## config.mk

```make
export PLATFORM = sky130hd
export DESIGN_NAME = tile_map_arbiter_flat
export DESIGN_NICKNAME = d
export VERILOG_FILES = /design/src/rtl/tile_map_arbiter_if.sv /design/src/rtl/tile_map_arbiter.sv /design/src/flat_wrapper.sv
export SDC_FILE = /design/constraint.sdc
export NUM_CORES = 1
export LEC_CHECK = 0
export CELL_PAD_IN_SITES_DETAIL_PLACEMENT = 0
export CELL_PAD_IN_SITES_GLOBAL_PLACEMENT = 2
export CORE_MARGIN = 2
export CORE_UTILIZATION = 42
export DETAILED_ROUTE_END_ITERATION = 8
export DONT_BUFFER_PORTS = 1
export PLACE_DENSITY_LB_ADDON = 0.1
export SYNTH_ARGS = -nofsm -noshare
export SYNTH_HDL_FRONTEND = slang
export SYNTH_SLANG_ARGS = --single-unit
```

## constraint.sdc

```tcl
create_clock -name HCLK -period 9.97 [get_ports HCLK]
set_clock_uncertainty 0.2 [all_clocks]
set_input_delay 0.4985 -clock HCLK [delete_from_list [all_inputs] [get_ports HCLK]]
set_output_delay 0.4985 -clock HCLK [all_outputs]
set_load 0.005 [all_outputs]
```

## src/rtl/tile_map_arbiter_if.sv

```systemverilog
// Tile-map arbiter bus: video port, game port and RAM port.
// slave = arbiter side, master = requesters and RAM side.
interface tile_map_arbiter_if #(
  parameter int TILE_W = 4
);
  logic              frame_blank;
  logic              vid_req;
  logic [5:0]        vid_row;
  logic [5:0]        vid_col;
  logic [TILE_W-1:0] vid_rdata;
  logic              vid_rvalid;
  logic              vid_overrun;
  logic              game_req;
  logic              game_we;
  logic [5:0]        game_row;
  logic [5:0]        game_col;
  logic [TILE_W-1:0] game_wdata;
  logic              game_gnt;
  logic [TILE_W-1:0] game_rdata;
  logic              game_rvalid;
  logic              game_err;
  logic              mem_en;
  logic              mem_we;
  logic [10:0]       mem_addr;
  logic [TILE_W-1:0] mem_wdata;
  logic [TILE_W-1:0] mem_rdata;

  modport slave (
    input  frame_blank, vid_req, vid_row, vid_col,
    input  game_req, game_we, game_row, game_col, game_wdata,
    input  mem_rdata,
    output vid_rdata, vid_rvalid, vid_overrun,
    output game_gnt, game_rdata, game_rvalid, game_err,
    output mem_en, mem_we, mem_addr, mem_wdata
  );

  modport master (
    output frame_blank, vid_req, vid_row, vid_col,
    output game_req, game_we, game_row, game_col, game_wdata,
    output mem_rdata,
    input  vid_rdata, vid_rvalid, vid_overrun,
    input  game_gnt, game_rdata, game_rvalid, game_err,
    input  mem_en, mem_we, mem_addr, mem_wdata
  );
endinterface

```

## src/rtl/tile_map_arbiter.sv

```systemverilog
// Video-priority arbiter for the single-port tile-map RAM.
// TILE_ARB_BLANK_ONLY_EN: game writes only during frame_blank.
module tile_map_arbiter #(
  parameter int TILE_W     = 4,
  parameter int COLS       = 40,
  parameter int ROWS       = 30,
  parameter int MEM_LAT    = 1,
  parameter int STARVE_MAX = 64
) (
  input logic               HCLK,
  input logic               HRESETn,
  tile_map_arbiter_if.slave bus
);

  typedef enum logic [1:0] {
    T_NONE, T_VID, T_VZERO, T_GAME
  } tag_e;

  localparam logic [10:0] COLS11 = 11'(COLS);
  localparam logic [5:0]  COLS6  = 6'(COLS);
  localparam logic [5:0]  ROWS6  = 6'(ROWS);
  localparam logic [7:0]  SMAX   = 8'(STARVE_MAX);

  logic       pend_v;
  logic [5:0] pend_row;
  logic [5:0] pend_col;
  logic [7:0] cnt;
  logic       overrun_q;
  tag_e       tag_q [0:MEM_LAT];

  logic game_ok;
  logic ovr_ok;
  logic override;
  logic use_pend;
  logic use_new;
  logic game_win;
  logic pend_v_n;
  logic park;
  logic drop;

  logic              sel_v;
  logic              sel_game;
  logic              sel_we;
  logic [5:0]        sel_row;
  logic [5:0]        sel_col;
  logic [TILE_W-1:0] sel_wdata;
  logic              sel_bad;
  tag_e              sel_tag;

`ifdef TILE_ARB_BLANK_ONLY_EN
  assign game_ok = bus.game_req
                 & (~bus.game_we | bus.frame_blank);
  assign ovr_ok  = ~bus.game_we;
`else
  logic blank_unused;
  assign blank_unused = bus.frame_blank;
  assign game_ok = bus.game_req;
  assign ovr_ok  = 1'b1;
`endif

  // Pick one winner and compute pending-slot update
  always_comb begin
    override = game_ok & ovr_ok & (cnt >= SMAX);
    use_pend = pend_v & ~override;
    use_new  = ~override & ~pend_v & bus.vid_req;
    game_win = override
             | (game_ok & ~pend_v & ~bus.vid_req);
    park     = bus.vid_req & (pend_v ^ override);
    drop     = bus.vid_req & pend_v & override;
    pend_v_n = (pend_v & override) | park;
  end

  // Mux the winning request onto the RAM path
  always_comb begin
    sel_v     = use_pend | use_new | game_win;
    sel_game  = game_win;
    sel_we    = 1'b0;
    sel_row   = bus.game_row;
    sel_col   = bus.game_col;
    sel_wdata = bus.game_wdata;
    if (use_pend) begin
      sel_row = pend_row;
      sel_col = pend_col;
    end else if (use_new) begin
      sel_row = bus.vid_row;
      sel_col = bus.vid_col;
    end else if (game_win) begin
      sel_we = bus.game_we;
    end
    sel_bad = (sel_row >= ROWS6) | (sel_col >= COLS6);
    sel_tag = T_NONE;
    if (sel_v & ~sel_game)
      sel_tag = sel_bad ? T_VZERO : T_VID;
    else if (sel_v & ~sel_we & ~sel_bad)
      sel_tag = T_GAME;
  end

  assign bus.game_gnt = game_win;
  assign bus.game_err = game_win & sel_bad;

  // Pending slot, starvation counter, overrun flag
  always_ff @(posedge HCLK or negedge HRESETn) begin
    if (!HRESETn) begin
      pend_v    <= 1'b0;
      pend_row  <= '0;
      pend_col  <= '0;
      cnt       <= '0;
      overrun_q <= 1'b0;
    end else begin
      pend_v <= pend_v_n;
      if (park) begin
        pend_row <= bus.vid_row;
        pend_col <= bus.vid_col;
      end
      if (!bus.game_req || game_win)
        cnt <= '0;
      else if (cnt != 8'hFF)
        cnt <= cnt + 8'd1;
      if (drop)
        overrun_q <= 1'b1;
    end
  end

  // Registered RAM command
  always_ff @(posedge HCLK or negedge HRESETn) begin
    if (!HRESETn) begin
      bus.mem_en    <= 1'b0;
      bus.mem_we    <= 1'b0;
      bus.mem_addr  <= '0;
      bus.mem_wdata <= '0;
    end else begin
      bus.mem_en <= sel_v & ~sel_bad;
      bus.mem_we <= sel_v & sel_we & ~sel_bad;
      if (sel_v & ~sel_bad) begin
        bus.mem_addr  <= 11'(sel_row) * COLS11
                       + 11'(sel_col);
        bus.mem_wdata <= sel_wdata;
      end
    end
  end

  // Owner tag pipeline aligned to read latency
  always_ff @(posedge HCLK or negedge HRESETn) begin
    if (!HRESETn) begin
      for (int i = 0; i <= MEM_LAT; i++)
        tag_q[i] <= T_NONE;
    end else begin
      tag_q[0] <= sel_tag;
      for (int i = 1; i <= MEM_LAT; i++)
        tag_q[i] <= tag_q[i-1];
    end
  end

  assign bus.vid_rvalid  = (tag_q[MEM_LAT] == T_VID)
                         | (tag_q[MEM_LAT] == T_VZERO);
  assign bus.vid_rdata   = (tag_q[MEM_LAT] == T_VID)
                         ? bus.mem_rdata : '0;
  assign bus.game_rvalid = (tag_q[MEM_LAT] == T_GAME);
  assign bus.game_rdata  = (tag_q[MEM_LAT] == T_GAME)
                         ? bus.mem_rdata : '0;
  assign bus.vid_overrun = overrun_q;

endmodule

```

## src/flat_wrapper.sv

```systemverilog
// flat-port wrapper written by rule: the top's interface ports become plain ports
module tile_map_arbiter_flat 
#(
  parameter int TILE_W     = 4,
  parameter int COLS       = 40,
  parameter int ROWS       = 30,
  parameter int MEM_LAT    = 1,
  parameter int STARVE_MAX = 64
)
  (HCLK, HRESETn, bus_frame_blank, bus_vid_req, bus_vid_row, bus_vid_col, bus_game_req, bus_game_we, bus_game_row, bus_game_col, bus_game_wdata, bus_mem_rdata, bus_vid_rdata, bus_vid_rvalid, bus_vid_overrun, bus_game_gnt, bus_game_rdata, bus_game_rvalid, bus_game_err, bus_mem_en, bus_mem_we, bus_mem_addr, bus_mem_wdata);
  tile_map_arbiter_if #(.TILE_W(TILE_W)) bus_i ();
  input logic HCLK;
  input logic HRESETn;
  input wire logic [$bits(bus_i.frame_blank)-1:0] bus_frame_blank;
  input wire logic [$bits(bus_i.vid_req)-1:0] bus_vid_req;
  input wire logic [$bits(bus_i.vid_row)-1:0] bus_vid_row;
  input wire logic [$bits(bus_i.vid_col)-1:0] bus_vid_col;
  input wire logic [$bits(bus_i.game_req)-1:0] bus_game_req;
  input wire logic [$bits(bus_i.game_we)-1:0] bus_game_we;
  input wire logic [$bits(bus_i.game_row)-1:0] bus_game_row;
  input wire logic [$bits(bus_i.game_col)-1:0] bus_game_col;
  input wire logic [$bits(bus_i.game_wdata)-1:0] bus_game_wdata;
  input wire logic [$bits(bus_i.mem_rdata)-1:0] bus_mem_rdata;
  output wire logic [$bits(bus_i.vid_rdata)-1:0] bus_vid_rdata;
  output wire logic [$bits(bus_i.vid_rvalid)-1:0] bus_vid_rvalid;
  output wire logic [$bits(bus_i.vid_overrun)-1:0] bus_vid_overrun;
  output wire logic [$bits(bus_i.game_gnt)-1:0] bus_game_gnt;
  output wire logic [$bits(bus_i.game_rdata)-1:0] bus_game_rdata;
  output wire logic [$bits(bus_i.game_rvalid)-1:0] bus_game_rvalid;
  output wire logic [$bits(bus_i.game_err)-1:0] bus_game_err;
  output wire logic [$bits(bus_i.mem_en)-1:0] bus_mem_en;
  output wire logic [$bits(bus_i.mem_we)-1:0] bus_mem_we;
  output wire logic [$bits(bus_i.mem_addr)-1:0] bus_mem_addr;
  output wire logic [$bits(bus_i.mem_wdata)-1:0] bus_mem_wdata;
  assign bus_i.frame_blank = bus_frame_blank;
  assign bus_i.vid_req = bus_vid_req;
  assign bus_i.vid_row = bus_vid_row;
  assign bus_i.vid_col = bus_vid_col;
  assign bus_i.game_req = bus_game_req;
  assign bus_i.game_we = bus_game_we;
  assign bus_i.game_row = bus_game_row;
  assign bus_i.game_col = bus_game_col;
  assign bus_i.game_wdata = bus_game_wdata;
  assign bus_i.mem_rdata = bus_mem_rdata;
  assign bus_vid_rdata = bus_i.vid_rdata;
  assign bus_vid_rvalid = bus_i.vid_rvalid;
  assign bus_vid_overrun = bus_i.vid_overrun;
  assign bus_game_gnt = bus_i.game_gnt;
  assign bus_game_rdata = bus_i.game_rdata;
  assign bus_game_rvalid = bus_i.game_rvalid;
  assign bus_game_err = bus_i.game_err;
  assign bus_mem_en = bus_i.mem_en;
  assign bus_mem_we = bus_i.mem_we;
  assign bus_mem_addr = bus_i.mem_addr;
  assign bus_mem_wdata = bus_i.mem_wdata;
  tile_map_arbiter #(.TILE_W(TILE_W), .COLS(COLS), .ROWS(ROWS), .MEM_LAT(MEM_LAT), .STARVE_MAX(STARVE_MAX)) u_core (.HCLK(HCLK), .HRESETn(HRESETn), .bus(bus_i));
endmodule
```

==> impl_results.md <==
* Post-synth EDFFs at 0
* Max-Slew Margin vs Limit at 0.539
* Worst reg2reg startpoint: u_core.cnt[6]
* WP data arrival at 4380 ps
* Width of the die at approximately 83 um
* Vias at 1,640
* Setup CP Type: reg -> reg
* Vias in the first global route at between 1,500 and 2,000
* RSZ-0062 raised after global routing: false
* Pin count of the biggest net entering global routing at 44
* Worst hold path type: in -> reg
* Fmax at 0.228 GHz
* Maxcap violations at 0
* Synth warnings at 0
* Post-route ant nets at 0
* Fraction of layout cells with a size suffix above 1 at 0.208
* Peak supply drop at 0.0000956 V
* Final period utilization at 0.441
* Grt ovf at 0
* Cell row count at 28
* TNS Setup at 0 ps
* WHS at 117 ps
* Syn Std Cell Area at 0.00259 mm^2
* Hold path endpoint: u_core.bus.mem_we
* Slowest cell delay on critical path at 690 ps
* Worst hold path stage count at 2
* Layout overhead on the synthesized area at 7.19%
* DR WL met3 at 367 um
* Initial Utilization at 0.435
* H-tree depth at 2
* # port buffers at 0
* Syn nets at 275
* # clock sinks at 43
* Crit path cell chain: o21ai_0, ha_1, bufinv_8, a311oi_4, inv_1, ha_1, ha_1, fa_1, xor2_1, nand3_1, nor4_1, xnor2_1, mux2_2
* Worst-margin pin slew at 692 ps
* WL/cell at around 17 um
* Power share of the sequential group at 0.425
* Pwr Total at 630 uW
* CTS Buf Count at 5
* Initial DRC count at 63
* Design area at 0.00278 mm^2
* Dpl ws at 5540 ps
* Clock-pin slew on the worst setup and hold paths at 90 ps
* Commonest non-fill, non-tap cell in the layout: dfrtp_1
* Netlist cell types at 43
* Total GRT Usage at 0.164
* Post-CTS sizing at 0
* Hold Violations, Final at 0
* Max clock buf depth at 2
* ANT cells at 0
* Primary FF master, synth: dfrtp_1
* Drt drc at 0
* Die ar. at 0.00681 mm^2
* Worst Hold Launch: bus_game_we
* #FFs+latches synth at 43
* Switching Share at 0.344
* Commonest non-fill, non-tap cells in the layout: dfrtp_1 (43), mux2_2 (18), nor2_1 (16)
* Post-cts hold buffer count at 2
* P per Cell Area at ~230 mW/mm^2
* Leakage power at ~0.0013 uW
* Status: finished, final reports clean
* Met1 wire length at approximately 2200 um
* Psw at roughly 220 uW
* Crit-path max FO at 25
* Max layer used: met4
* FF+latch area at 0.00108 mm^2
* Cell Int Power at 414 uW
* Drt pass-1 iters at 4
* Multi-input logic area at around 0.0014 mm^2
* Final worst setup slack at around 5600 ps
* Worst Setup End Kind: flip-flop
* CTS tree: yes
* Most used cell along the critical path: ha_1
* FF-to-FF setup slack at 5580 ps
* Placer Congestion at 0.778
* Period minus WS final at 4390 ps
* Buffers inserted by post-CTS timing repair at 0
* Layout Nets at 279
* Clock latency at the later pin of the worst-skew pair at 300 ps
* Initial antenna violation count at 0
* Synth Instances at 221
* I/O pin count at just under 70
* Wire length on met2 at 2490 um
* Fraction of registers with async set/reset at 1.00
* Hpwl dp at just under 4000 um
* Die H at between 80 and 90 um
* Core Region at 0.00596 mm^2
* Worst reg2reg endpoint: u_core.bus.mem_addr[10]
* Final setup violation count at 0
* Worst Path Required at 9950 ps
* Placed Area at 0.00265 mm^2
* Routed wire length at 5070 um
* Critical path's slowest cell: ha_1
* FILL cells at between 500 and 600
* First-pass GRT wire length at 8180 um
* Root buffer cell: clkbuf_8
* Drt via density at 5.45
* Reg2reg path depth at 13
* Syn_area_per_cell at ~12 um^2
* Comb power frac at 0.397
* Sequential element share of the synthesized area at 0.415
* Final slew viol count at 0
* Critical path startpoint category: flip-flop
* Clock share of power at 0.179
[worst max-delay path by stage]
stage                     depth (start not counted)     startpoint                      end
after floorplan                                  15  u_core.cnt[6]  u_core.bus.mem_addr[10]
after global placement                           12  u_core.cnt[6]  u_core.bus.mem_addr[10]
after detailed placement                         12  u_core.cnt[6]  u_core.bus.mem_addr[10]
after CTS                                        12  u_core.cnt[6]  u_core.bus.mem_addr[10]
after global routing                             12  u_core.cnt[6]  u_core.bus.mem_addr[10]
final                                            13  u_core.cnt[6]  u_core.bus.mem_addr[10]
[cell families after synthesis]
family,count (synthesis),share of synthesized area
AO/OA/AOI/OAI,30,0.112
XOR/XNOR,16,0.0541
adder cells (fa/ha/maj),16,0.0831
buffers and inverters,21,0.0464
flip-flops,43,0.415
multiplexers,33,0.152
other,1,0.00145
AND/OR/NAND/NOR,61,0.136
[power by group through the flow]
| stage | combinational, uW | sequential, uW | clock [uW] |
|---|---|---|---|
| 2_1_floorplan | 215 | 260 | 0 |
| 3_3_place_gp | 242 | 269 | 0 |
| 3_5_place_dp | 248 | 272 | 0 |
| 4_1_cts | 255 | 268 | 120 |
| 5_1_grt | 280 | 275 | 128 |
| 6_report | 250 | 268 | 113 |
[synthesized netlist by cell type (6+ instances only)]
cell type / instances / area (um^2)
dfrtp_1: 43 / 1080
ha_1: 14 / 175
nor2_1: 16 / 60.1
xor2_1: 6 / 52.6
mux2i_1: 6 / 60.1
o21ai_0: 6 / 30.0
xnor2_1: 10 / 87.6
nand2_1: 7 / 26.3
and4b_1: 6 / 60.1
mux2_4: 8 / 120
inv_1: 13 / 48.8
a21oi_1: 7 / 35.0
mux2_2: 18 / 203
and2_1: 15 / 93.8
[stage by stage]
stage | instances | util
after CTS | 301 | 0.466
after detailed placement | 291 | 0.444
after floorplan | 221 | -
after global placement | 291 | 0.444
after global routing | 301 | 0.466
final | 301 | 0.466
[per-layer routing]
layer  GRT usage  up-vias
met2       0.274       58
met1       0.195      796
met3      0.0609        2
met5           0        -
met4      0.0508        0
li1            -      784
[area by class of cell]
type,instances,area share
clock inverters,3,0.00901
flip-flops and latches,43,0.387
repair buffers,4,0.0189
inverters,14,0.0239
well taps,75,0.0338
clock buffers,5,0.0248
multi-input cells,157,0.502
[sequential cells by signal, indices dropped and copies added, names as in the netlist, 4 cells and up]
register	count
u_core.cnt	8
u_core.pend_col	6
u_core.bus.mem_addr	11
u_core.pend_row	6
u_core.tag_q	4
u_core.bus.mem_wdata	4
[worst max-delay path, delay by kind of cell, from the launching register on]
family	cells	cell delay, ps
AND/OR/NAND/NOR	2	360
flip-flops	1	410
XOR/XNOR	2	390
AO/OA/AOI/OAI	2	680
adder cells (fa/ha/maj)	4	1520
multiplexers	1	260
buffers and inverters	2	430
(Power assumes the default switching activity.)
